==> src/rtl/kem_seed_sequencer_pkg.sv <==
// Shared types and constants for the KEM seed sequencer.
package TYPES_KEM;

    localparam int KEM_SEED_W = 256;

    typedef enum logic [2:0] {
        IDLE      = 3'd0,
        REQ       = 3'd1,
        WAIT_DATA = 3'd2,
        GAP       = 3'd3,
        DONE      = 3'd4
    } seq_state_t;

    function automatic int max_int(input int a, input int b);
        return (a > b) ? a : b;
    endfunction

endpackage

==> src/rtl/kem_seed_sequencer_down_counter.sv <==
// Loadable down counter with a zero flag; saturates at zero.
module kem_seq_down_counter #(
    parameter int WIDTH = 4
) (
    input  logic             clk_i,
    input  logic             rst_i,
    input  logic             load_i,
    input  logic [WIDTH-1:0] load_val_i,
    input  logic             dec_i,
    output logic             zero_o
);

    logic [WIDTH-1:0] r_count;

    // Load has priority over decrement; decrementing stops at zero.
    always_ff @(posedge clk_i or posedge rst_i) begin
        if (rst_i) begin
            r_count <= '0;
        end else if (load_i) begin
            r_count <= load_val_i;
        end else if (dec_i && (r_count != '0)) begin
            r_count <= r_count - WIDTH'(1);
        end
    end

    assign zero_o = (r_count == '0);

endmodule

==> src/rtl/kem_seed_sequencer.sv <==
// KEM seed sequencer: fetches a programmable number of TRNG seeds into a slot bank.
// Optional WAIT_DATA timeout is enabled by defining KEM_SEQ_TIMEOUT_EN.
module kem_seed_sequencer
    import TYPES_KEM::*;
#(
    parameter int NUM_SEEDS      = 2,
    parameter int SEED_W         = KEM_SEED_W,
    parameter int GAP_CYCLES     = 1,
    parameter int TIMEOUT_CYCLES = 1024,
    localparam int CNT_W         = $clog2(NUM_SEEDS + 1)
) (
    input  logic                        clk_i,
    input  logic                        rst_i,
    input  logic                        start_i,
    input  logic [CNT_W-1:0]            count_i,
    input  logic                        abort_i,
    output logic                        busy_o,
    output logic                        done_o,
    output logic                        trng_run_o,
    input  logic                        trng_dvld_i,
    input  logic [SEED_W-1:0]           trng_dout_i,
    output logic [NUM_SEEDS*SEED_W-1:0] seed_o,
    output logic [NUM_SEEDS-1:0]        seed_vld_o
`ifdef KEM_SEQ_TIMEOUT_EN
    ,
    output logic                        timeout_o
`endif
);

    // The counter's zero flag marks the last cycle of a wait, so loads are one less
    // than the number of cycles to stay.
    localparam int GAP_LOAD = (GAP_CYCLES > 0) ? GAP_CYCLES - 1 : 0;
    localparam int TO_LOAD  = (TIMEOUT_CYCLES > 0) ? TIMEOUT_CYCLES - 1 : 0;
    localparam int TMR_MAX  = max_int(GAP_LOAD, TO_LOAD);
    localparam int TMR_W    = (TMR_MAX > 0) ? $clog2(TMR_MAX + 1) : 1;
    localparam logic [CNT_W-1:0] MAX_CNT = CNT_W'(NUM_SEEDS);

    seq_state_t                  r_state;
    seq_state_t                  w_next;
    logic [CNT_W-1:0]            r_cnt;
    logic [CNT_W-1:0]            r_idx;
    logic [NUM_SEEDS*SEED_W-1:0] r_seed;
    logic [NUM_SEEDS-1:0]        r_vld;
    logic [CNT_W-1:0]            w_clamped;
    logic                        w_accept;
    logic                        w_capture;
    logic                        w_last;
    logic                        w_tmr_load;
    logic [TMR_W-1:0]            w_tmr_val;
    logic                        w_tmr_dec;
    logic                        w_tmr_zero;
    logic                        w_timeout;

    assign w_clamped = (count_i > MAX_CNT) ? MAX_CNT : count_i;
    assign w_accept  = (r_state == IDLE) && start_i && !abort_i;
    assign w_capture = (r_state == WAIT_DATA) && trng_dvld_i && !abort_i;
    assign w_last    = (r_idx == (r_cnt - CNT_W'(1)));

    // One timer serves both the inter-request gap and the data timeout; they never overlap.
    kem_seq_down_counter #(
        .WIDTH (TMR_W)
    ) u_timer (
        .clk_i      (clk_i),
        .rst_i      (rst_i),
        .load_i     (w_tmr_load),
        .load_val_i (w_tmr_val),
        .dec_i      (w_tmr_dec),
        .zero_o     (w_tmr_zero)
    );

    // State register.
    always_ff @(posedge clk_i or posedge rst_i) begin
        if (rst_i) begin
            r_state <= IDLE;
        end else begin
            r_state <= w_next;
        end
    end

    // Next-state decode and timer control; abort overrides everything.
    always_comb begin
        w_next     = r_state;
        w_tmr_load = 1'b0;
        w_tmr_val  = '0;
        w_tmr_dec  = 1'b0;
        w_timeout  = 1'b0;
        case (r_state)
            IDLE: begin
                if (start_i) begin
                    w_next = (w_clamped == '0) ? DONE : REQ;
                end
            end
            REQ: begin
                w_next = WAIT_DATA;
`ifdef KEM_SEQ_TIMEOUT_EN
                w_tmr_load = 1'b1;
                w_tmr_val  = TMR_W'(TO_LOAD);
`endif
            end
            WAIT_DATA: begin
                if (trng_dvld_i) begin
                    if (w_last) begin
                        w_next = DONE;
                    end else if (GAP_CYCLES == 0) begin
                        w_next = REQ;
                    end else begin
                        w_next     = GAP;
                        w_tmr_load = 1'b1;
                        w_tmr_val  = TMR_W'(GAP_LOAD);
                    end
                end
`ifdef KEM_SEQ_TIMEOUT_EN
                else if (w_tmr_zero) begin
                    w_next    = IDLE;
                    w_timeout = 1'b1;
                end else begin
                    w_tmr_dec = 1'b1;
                end
`endif
            end
            GAP: begin
                if (w_tmr_zero) begin
                    w_next = REQ;
                end else begin
                    w_tmr_dec = 1'b1;
                end
            end
            DONE: begin
                w_next = IDLE;
            end
            default: begin
                w_next = IDLE;
            end
        endcase
        if (abort_i) begin
            w_next     = IDLE;
            w_tmr_load = 1'b0;
            w_timeout  = 1'b0;
        end
    end

    // Run setup on an accepted start, and slot capture on each TRNG response.
    always_ff @(posedge clk_i or posedge rst_i) begin
        if (rst_i) begin
            r_cnt  <= '0;
            r_idx  <= '0;
            r_seed <= '0;
            r_vld  <= '0;
        end else begin
            if (w_accept) begin
                r_cnt <= w_clamped;
                r_idx <= '0;
                r_vld <= '0;
            end
            if (w_capture) begin
                for (int k = 0; k < NUM_SEEDS; k++) begin
                    if (r_idx == CNT_W'(k)) begin
                        r_seed[k*SEED_W +: SEED_W] <= trng_dout_i;
                        r_vld[k]                   <= 1'b1;
                    end
                end
                if (!w_last) begin
                    r_idx <= r_idx + CNT_W'(1);
                end
            end
        end
    end

`ifdef KEM_SEQ_TIMEOUT_EN
    logic r_timeout;

    // Timeout pulse is registered so it coincides with the return to IDLE.
    always_ff @(posedge clk_i or posedge rst_i) begin
        if (rst_i) begin
            r_timeout <= 1'b0;
        end else begin
            r_timeout <= w_timeout;
        end
    end

    assign timeout_o = r_timeout;
`endif

    assign busy_o     = (r_state != IDLE);
    assign done_o     = (r_state == DONE);
    assign trng_run_o = (r_state == REQ);
    assign seed_o     = r_seed;
    assign seed_vld_o = r_vld;

endmodule

==> config.mk <==
export PLATFORM = sky130hd
export DESIGN_NAME = kem_seed_sequencer
export DESIGN_NICKNAME = d
export VERILOG_FILES = /design/src/rtl/kem_seed_sequencer_pkg.sv /design/src/rtl/kem_seed_sequencer_down_counter.sv /design/src/rtl/kem_seed_sequencer.sv
export SDC_FILE = /design/constraint.sdc
export NUM_CORES = 1
export LEC_CHECK = 0
export ABC_AREA = 1
export CORE_AREA = 2 2 307 309
export CTS_CLUSTER_DIAMETER = 100
export DETAILED_ROUTE_END_ITERATION = 10
export DIE_AREA = 0 0 309 311
export PLACE_DENSITY = 0.47
export SETUP_SLACK_MARGIN = 0.02
export SLEW_MARGIN = 15
export SYNTH_ARGS = -nofsm -noshare
export SYNTH_HDL_FRONTEND = slang
export SYNTH_SLANG_ARGS = --single-unit
export TNS_END_PERCENT = 100
==> constraint.sdc <==
create_clock -name clk_i -period 25.9 [get_ports clk_i]
set_clock_uncertainty 0.2 [all_clocks]
set_input_delay 5.18 -clock clk_i [delete_from_list [all_inputs] [get_ports clk_i]]
set_output_delay 5.18 -clock clk_i [all_outputs]
set_load 0.05 [all_outputs]
# Yosys cells after proc, flatten, opt, wreduce, memory -nomap -nowiden
# Index checks and enable logic that the tools add are counted.
[totals]
out_inout_bits = 517
wordCells = 59
inputBits = 263
register_bits = 531
[op_classes]
add_sub_neg = 3
n_reduce_logical = 16
eq_ne = 9
n_lt_le_gt_ge = 1
n_mux = 23
[op_table]
columns = ["cell", "count"]
rows = [
  ["two-way mux 10 bit", 2],
  ["two-way mux 3 bit", 6],
  ["two-way mux 2 bit", 6],
  ["case mux 3 bit (4 select lines)", 1],
  ["zero test 10 bit", 1],
  ["nonzero test 10 bit", 1],
  ["subtractor 10 x 1 -> 10 bit, second input constant", 1],
  ["two-way mux 1 bit", 8],
  ["== test 3 x 2 -> 1 bit, second input constant", 2],
  ["!= test 3 bit, second input constant", 2],
  ["logical AND 1 bit", 5],
  ["zero test 2 bit", 2],
  ["AND reduction 2 bit", 2],
  ["== test 3 x 1 -> 1 bit, second input constant", 1],
  ["== test 3 bit, second input constant", 1],
  ["zero test 3 bit", 1],
  ["!= test 3 x 2 -> 1 bit, second input constant", 1],
  ["AND reduction 3 bit", 1],
  ["nonzero test 3 bit", 1],
  ["adder 2 x 1 -> 2 bit, second input constant", 1],
  ["== test 2 x 1 -> 1 bit, second input constant", 1],
  ["== test 2 bit", 1],
  ["> comparator 2 bit, second input constant", 1],
  ["nonzero test 2 bit", 1],
  ["other kinds (2)", 2],
]

# Logic depth before layout (Yosys ltp)
# Gate-level depths: netlist of the first run.
[depth]
ltp_word = 7
mapped_depth = 10
depth_no_buf = 10

# Cells and area by module
# Synthesis of the first run repeated with hierarchy kept, for this count alone.
[hier_totals]
cells_unflattened = 2375
area_unflattened_um2 = 20875.0
[modules_own_cells]
columns = ["mod", "seq_area_each_um2", "cells_per_inst", "area_each_um2", "instances"]
rows = [
  ["kem_seed_sequencer", 13037.5, 2256, 20120.5, 1],
  ["kem_seq_down_counter", 250.2, 119, 754.5, 1],
]

# Least setup slack after synthesis of the first run
# Ideal clock, no wire load.
[synth_path]
path_kind = "reg-to-output"
start = "register r_state[1]"
end = "output trng_run_o"
path_buffers = 0
slack_ps = 18941
path_stages_with_launch = 2
t_arrival_ps = 1579
required_time_ps = 20520
cell_sequence = "dfrtp_1 -> nor3_1"
[synth_via]
elab_chain_len = 1
[synth_lines]
columns = ["item", "line_no", "rtl"]
rows = [
  ["from (decl)", "kem_seed_sequencer.sv:38", "seq_state_t r_state;"],
  ["from (signal assigned)", "kem_seed_sequencer.sv:76", "r_state <= w_next;"],
  ["== test 3 x 1 -> 1 bit", "kem_seed_sequencer.sv:186", "assign trng_run_o = (r_state == REQ);"],
  ["to (decl)", "kem_seed_sequencer.sv:19", "output logic trng_run_o,"],
]
# No other way between the ends.

# Worst setup path after layout of the first run
[layout_path]
start = "input abort_i"
end = "register r_seed[343] (netlist: seed_o[343])"
[layout_via]
elab_chain_len = 3
[layout_lines]
columns = ["item", "line_no", "rtl"]
rows = [
  ["from (decl)", "kem_seed_sequencer.sv:16", "input logic abort_i,"],
  ["zero test 1 bit", "kem_seed_sequencer.sv:56", "assign w_capture = (r_state == WAIT_DATA) && trng_dvld_i && !abort_i;"],
  ["logical AND 1 bit", "kem_seed_sequencer.sv:56", ""],
  ["AND reduction 2 bit (no source line)", "n/a", ""],
  ["to (signal, indexed assignment)", "kem_seed_sequencer.sv:158", "r_seed[k*SEED_W +: SEED_W] <= trng_dout_i;"],
  ["to (decl)", "kem_seed_sequencer.sv:42", "logic [NUM_SEEDS*SEED_W-1:0] r_seed;"],
]
# No other way between the ends.
# A chain may end at the register's enable or synchronous reset.

==> flow_metrics.py, run 1 <==
metrics = {
    "global_routing": {
        "track_usage_pct": 14.1,
        "grt_pass1_vias": 16300,
        "grt_overflow": 0,
        "grt_max_degree": 160,
        "antenna_found_initial": 2,
        "grt_pass1_wl_um": 104000,
    },
    "floorplan": {
        "dieHeight_um": 311,
        "row_count": 112,
        "die_x_um": 309,
        "dieArea_mm2": 0.0961,
        "core-area_mm2": 0.0928,
        "ios": 780,
        "start_util_pct": 21.6,
    },
    "finish": {
        "fill_cells": 9647,
        "synthToLayoutAreaGrowth_pct": 55.7,
        "finalNetCount": 3079,
        "layout-drive-gt1-share_pct": 4.26,
    },
    "clock_network": {
        "h-tree-depth": 3,
        "postCtsSetupBuffers": 0,
        "numCtsBuffers": 66,
        "cts_resized": 0,
        "cts_tree": "built",
        "holdBufCountCts": 0,
        "cts.sink_count": 531,
        "root_buffer": "clkbuf_16",
        "cts.path.max_buffers": 3,
        "clk_latency_ps": 590,
        "clk_pin_slew_worst_paths_ps": 60,
    },
    "synth": {
        "netlist.top_cell.by_area": "dfrtp_1",
        "yosysMostFrequentCell": "nand2_1",
        "yosys-top-cells-area": "dfrtp_1 (66%), o21ai_1 (11%), nand2_1 (11%), inv_1 (5.3%), buf_2 (2.4%)",
        "ys_ff_latch": 531,
        "synth_edf_count": 0,
        "synthArstFlopShare_pct": 100,
        "synth_top_area_share_pct": 66.4,
        "synth_cells": 2066,
        "netlist_area_mm2": 0.0200,
        "yosysSeqAreaShare_pct": 66.4,
        "yosys-top-cells-count": "nand2_1 (561), dfrtp_1 (531), o21ai_1 (440)",
        "synthDistinctLibCells": 25,
        "avgSynthCellArea_um2": 9.68,
        "yosysWarnings": 0,
        "synth_flop_cell": "dfrtp_1",
        "syn-num-nets": 2332,
    },
    "critical_path": {
        "end_kind": "register",
        "worstPathMaxFanout": 135,
        "critPathLaunchType": "primary input",
        "startpoint": "abort_i",
        "criticalPathCategory": "primary input to register",
        "arrival_ps": 9490,
        "critPathRequiredTime_ps": 26210,
        "r2r-start": "r_idx[1]",
    },
    "placement": {
        "place_congestion": 0.788,
        "place_ws_ps": 16070,
        "port_buffers": 779,
        "hpwl_um": 50400,
    },
    "power_and_ir_drop": {
        "p_per_area_mw_per_mm2": 123,
        "power_leakage_nw": 14.4,
        "pwr-share-clk_pct": 24.3,
        "pwr-share-seq_pct": 31.3,
        "internal_power_mw": 2.16,
        "p_sw_share_pct": 43.6,
        "combPwrFrac_pct": 44.3,
        "p_sw_mw": 1.66,
        "ir_drop_mv": 0.0478,
    },
    "drt": {
        "finalWirelength_um": 69500,
        "via_per_inst": 3.89,
        "drtIter0Drc": 994,
        "vias": 16000,
        "antenna_left": 0,
        "route.detailed.drc": 0,
        "wl_per_cell_um": 16.9,
        "drt_first_pass_iters": 4,
    },
    "job": {
        "cap_violations": 0,
    },
    "sta": {
        "slew_viol_final": 0,
        "tns_ps": 0,
        "worst_pin_slew_ps": 1050,
        "timing.final.ws_setup_ps": 16720,
        "fmax_mhz": 109,
        "setup_viol": 0,
        "hold_violations": 0,
        "rsz0062_at_grt": "false",
        "period_share_pct": 35.4,
        "period_needed_ps": 9180,
        "slew-limit-headroom_pct": 29.7,
    },
    "worst_hold_path": {
        "hold_class": "register to register",
        "worstHoldStart": "seed_o[231]",
    },
    "outcome": {
        "run_status": "finished, final reports clean",
    },
}
==> metrics by stage <==
stage	util, %	power, mW	area (um^2)	std cells	hold WS [ps]
after global routing	33.6	4.01	31100	4119	302
after floorplan	-	2.27	20000	2066	285
after detailed placement	31.2	2.92	28900	3999	272
after CTS	33.6	3.89	31100	4117	286
final	33.6	3.82	31100	4119	282
after global placement	31.2	2.92	28900	3999	265
==> critical path, cell delays in order <==
cell and delay (ps):
clkdlybuf4s50_1 510, inv_1 90, nand2_1 160, nor2_8 90, nand2_8 500, buf_4 820
buf_4 800, buf_4 850, nand2_1 120, o21ai_1 110
==> layer usage <==
| metal | wire length, um | GRT usage [%] |
|---|---|---|
| met5 | 0 | 0 |
| met4 | 2360 | 5.44 |
| met3 | 5110 | 4.43 |
| met2 | 34200 | 24.1 |
| met1 | 27800 | 16.4 |
==> area by class of cell <==
| cell class | instances | area [um^2] | area share [%] |
|---|---|---|---|
| flip-flops and latches | 531 | 13300 | 42.7 |
| repair buffers | 792 | 7910 | 25.4 |
| multi-input cells | 1138 | 5090 | 16.3 |
| clock buffers | 100 | 1980 | 6.37 |
| well taps | 1254 | 1570 | 5.04 |
| inverters | 284 | 1070 | 3.45 |
| clock inverters | 18 | 226 | 0.727 |
| diodes | 2 | 5.00 | 0.0161 |
==> worst paths after layout <==
| check | endpoint | slack [ps] | depth (start not counted) |
|---|---|---|---|
| setup / recovery | seed_o[343] | 16720 | 10 |
| hold / removal | seed_o[231] | 280 | 2 |
| setup reg to reg | seed_o[343] | 21430 | 8 |
| hold reg to reg | seed_o[231] | 280 | 2 |
| max in group asynchronous | seed_o[10] | 17520 | 5 |
| min in group asynchronous | seed_o[144] | 4900 | 2 |
==> power groups by stage <==
| stage | Sequential (mW) | Clock, mW | Combinational [mW] |
|---|---|---|---|
| after detailed placement | 1.21 | 0 | 1.71 |
| final | 1.20 | 0.930 | 1.69 |
| after global routing | 1.23 | 1.00 | 1.79 |
| after global placement | 1.21 | 0 | 1.71 |
| after floorplan | 1.98 | 0 | 0.294 |
| after CTS | 1.20 | 0.969 | 1.71 |
==> flip-flops by register name, summed over array words and instances, names as in the netlist <==
| name | flops |
|---|---|
| seed_o | 512 |
| u_timer.r_count | 10 |
| r_state | 3 |
| r_cnt | 2 |
| r_idx | 2 |
| seed_vld_o | 2 |
==> placed cells by master, fill, tap and decap left out <==
| cell | netlist | final |
|---|---|---|
| nor2_8 | 1 | 1 |
| nor2_2 | 1 | 1 |
| ha_1 | 3 | 3 |
| clkbuf_1 | 8 | 17 |
| inv_6 | 0 | 2 |
| clkinvlp_4 | 0 | 1 |
| a21oi_1 | 2 | 2 |
| inv_8 | 0 | 2 |
| clkbuf_8 | 0 | 14 |
| nor3_1 | 3 | 3 |
| clkinv_2 | 0 | 7 |
| diode_2 | 0 | 2 |
| xnor2_1 | 1 | 1 |
| o21a_1 | 1 | 1 |
| o21ai_1 | 440 | 440 |
| nand3_4 | 1 | 1 |
| inv_2 | 2 | 2 |
| nand3_1 | 21 | 21 |
| nand2_1 | 561 | 561 |
| o22ai_1 | 3 | 3 |
| buf_12 | 0 | 1 |
| xor2_1 | 2 | 2 |
| a31oi_1 | 1 | 1 |
| buf_4 | 7 | 12 |
| nand2_8 | 0 | 2 |
| nand4_1 | 6 | 6 |
| inv_1 | 282 | 281 |
| clkdlybuf4s50_1 | 0 | 779 |
| bufinv_16 | 0 | 3 |
| o21ai_0 | 78 | 78 |
| dfrtp_1 | 531 | 531 |
| clkbuf_16 | 0 | 69 |
| clkinv_8 | 0 | 4 |
| nor2_1 | 11 | 11 |
==> cells by family (layout without fill, tap and decap cells) <==
kind of cell | count (synthesis) | in the layout | synth area share (%)
xor gates and xnor gates | 3 | 3 | 0.131
DFF | 531 | 531 | 66.4
buffers and inverters | 397 | 1194 | 8.23
and+or+nand+nor | 607 | 607 | 11.9
adders and majority gates | 3 | 3 | 0.188
AOI/OAI and AO/OA | 525 | 525 | 13.2
other | 0 | 2 | 0
(Power assumes the default switching activity.)
==> inputs of run 2 (changes only) <==
--- a/config.mk
+++ b/config.mk
@@ -6,11 +6,11 @@
 export NUM_CORES = 1
 export LEC_CHECK = 0
 export ABC_AREA = 1
-export CORE_AREA = 2 2 307 309
+export CORE_AREA = 2 2 304 306
 export CTS_CLUSTER_DIAMETER = 100
 export DETAILED_ROUTE_END_ITERATION = 10
-export DIE_AREA = 0 0 309 311
-export PLACE_DENSITY = 0.47
+export DIE_AREA = 0 0 306 308
+export PLACE_DENSITY = 0.5
 export SETUP_SLACK_MARGIN = 0.02
 export SLEW_MARGIN = 15
 export SYNTH_ARGS = -nofsm -noshare
==> constraint.sdc (replaced) <==
create_clock -name clk_i -period 8.4 [get_ports clk_i]
set_clock_uncertainty 0.2 [all_clocks]
set_input_delay 1.68 -clock clk_i [delete_from_list [all_inputs] [get_ports clk_i]]
set_output_delay 1.68 -clock clk_i [all_outputs]
set_load 0.05 [all_outputs]
==> run 2 against run 1 <==
- sequential power rose to 3.1 times the previous value
- final area is 0.19% higher
- global-route usage rose by 0.21 points
- critical endpoint is now trng_run_o
- highest routed layer is now met5
==> flow_metrics.py, run 2 (synthesis results as in run 1) <==
metrics = {
    "outcome": {
        "run_status": "finished, final reports clean",
    },
    "drt": {
        "route.detailed.drc": 0,
        "antenna_left": 0,
        "finalWirelength_um": 69200,
        "vias": 16000,
        "via_per_inst": 3.94,
        "wl_per_cell_um": 17.1,
        "drtIter0Drc": 921,
        "drt_first_pass_iters": 5,
    },
    "power_and_ir_drop": {
        "internal_power_mw": 6.72,
        "pwr-share-seq_pct": 31.0,
        "power_leakage_nw": 14.5,
        "p_sw_mw": 5.15,
        "p_per_area_mw_per_mm2": 381,
        "p_sw_share_pct": 43.4,
        "pwr-share-clk_pct": 25.0,
        "combPwrFrac_pct": 43.9,
        "power_mw": 11.9,
        "ir_drop_mv": 0.196,
    },
    "global_routing": {
        "antenna_found_initial": 7,
        "grt_overflow": 0,
        "track_usage_pct": 14.3,
        "grt_pass1_vias": 16000,
        "grt_pass1_wl_um": 103000,
        "grt_max_degree": 205,
    },
    "placement": {
        "port_buffers": 779,
        "place_congestion": 0.805,
        "place_ws_ps": 3860,
        "hpwl_um": 50000,
    },
    "sta": {
        "worst_pin_slew_ps": 1060,
        "rsz0062_at_grt": "false",
        "slew_viol_final": 0,
        "period_share_pct": 48.7,
        "hold_violations": 0,
        "slew-limit-headroom_pct": 29.2,
        "tns_ps": 0,
        "setup_viol": 0,
        "period_needed_ps": 4090,
        "timing.final.ws_setup_ps": 4310,
        "fmax_mhz": 244,
    },
    "job": {
        "cap_violations": 0,
    },
    "finish": {
        "final_cell_mix": "clkdlybuf4s50_1 (779), nand2_1 (561), dfrtp_1 (531), o21ai_1 (440), inv_1 (281)",
        "largest_reg_flops": 512,
        "multi_input_area_mm2": 0.00509,
        "synthToLayoutAreaGrowth_pct": 56.0,
        "fill_cells": 9417,
        "seqCellArea_mm2": 0.0133,
        "layout-drive-gt1-share_pct": 4.22,
        "finalNetCount": 3080,
        "utilization_pct": 34.3,
        "layout_commonest_cell": "clkdlybuf4s50_1",
    },
    "floorplan": {
        "dieHeight_um": 308,
        "dieArea_mm2": 0.0942,
        "row_count": 111,
        "start_util_pct": 22.0,
        "ios": 780,
        "die_x_um": 306,
        "core-area_mm2": 0.0910,
    },
    "clock_network": {
        "numCtsBuffers": 68,
        "cts_tree": "built",
        "clk_pin_slew_worst_paths_ps": 50,
        "postCtsSetupBuffers": 0,
        "cts_resized": 0,
        "h-tree-depth": 3,
        "clk_latency_ps": 610,
        "root_buffer": "clkbuf_16",
        "cts.sink_count": 531,
        "cts.path.max_buffers": 3,
        "holdBufCountCts": 0,
    },
    "worst_hold_path": {
        "hold_class": "register to register",
    },
    "critical_path": {
        "worstPathMaxFanout": 5,
        "end_kind": "primary output",
        "arrival_ps": 2210,
        "criticalPathCategory": "register to primary output",
        "crit_path_max_incr_delay_ps": 870,
        "slowest_stage": "clkdlybuf4s50_1",
        "critPathLaunchType": "register",
        "worstPathCellList": "nor3_1 > clkdlybuf4s50_1",
        "critPathRequiredTime_ps": 6520,
    },
}
## run 2: area by class of cell
class / instances / area share, %
diodes: 6 / 0.0481
well taps: 1186 / 4.76
clock inverters: 20 / 0.878
flip-flops and latches: 531 / 42.6
multi-input cells: 1138 / 16.3
inverters: 284 / 3.43
clock buffers: 102 / 6.39
repair buffers: 791 / 25.6
## run 2: routing by layer
| layer | track usage [%] | part of all wire [%] | vias to the layer above |
|---|---|---|---|
| li1 | - | - | 8037 |
| met3 | 5.11 | 8.1 | 87 |
| met4 | 5.76 | 2.6 | 2 |
| met5 | 0 | 0.029 | - |
| met1 | 16.7 | 40 | 7362 |
| met2 | 24.0 | 49 | 489 |
## run 2: worst paths after layout
check / startpoint / endpoint / slack, ps / cells after the start
worst max-delay path: r_state[1] / trng_run_o / 4310 / 2
worst max register to register: r_state[2] / seed_o[352] / 5600 / 7
worst min-delay path: seed_o[418] / seed_o[418] / 280 / 2
worst min register to register: seed_o[418] / seed_o[418] / 280 / 2
min in group asynchronous: rst_i / seed_o[284] / 1410 / 2
max in group asynchronous: rst_i / seed_o[457] / 5020 / 4
## run 2: critical path: cells and delay by family (launching register included)
kind	cells	cell delay (ps)
DFF	1	440
and+or+nand+nor	1	300
buffers and inverters	1	870
## run 2: per-stage QoR
| step | std cells | hold WS, ps | instance area, um^2 |
|---|---|---|---|
| 5_1_grt | 4058 | 301 | 31200 |
| 3_5_place_dp | 3930 | 272 | 28900 |
| 2_1_floorplan | 2066 | 285 | 20000 |
| 3_3_place_gp | 3930 | 266 | 28900 |
| 6_report | 4058 | 282 | 31200 |
| 4_1_cts | 4052 | 286 | 31200 |
## run 2: power groups by stage
stage | registers [mW] | clock network, mW | logic (mW)
floorplan | 6.09 | 0 | 0.908
global placement | 3.71 | 0 | 5.26
detailed placement | 3.72 | 0 | 5.27
CTS | 3.69 | 3.09 | 5.28
global route | 3.78 | 3.18 | 5.51
finish | 3.68 | 2.97 | 5.22
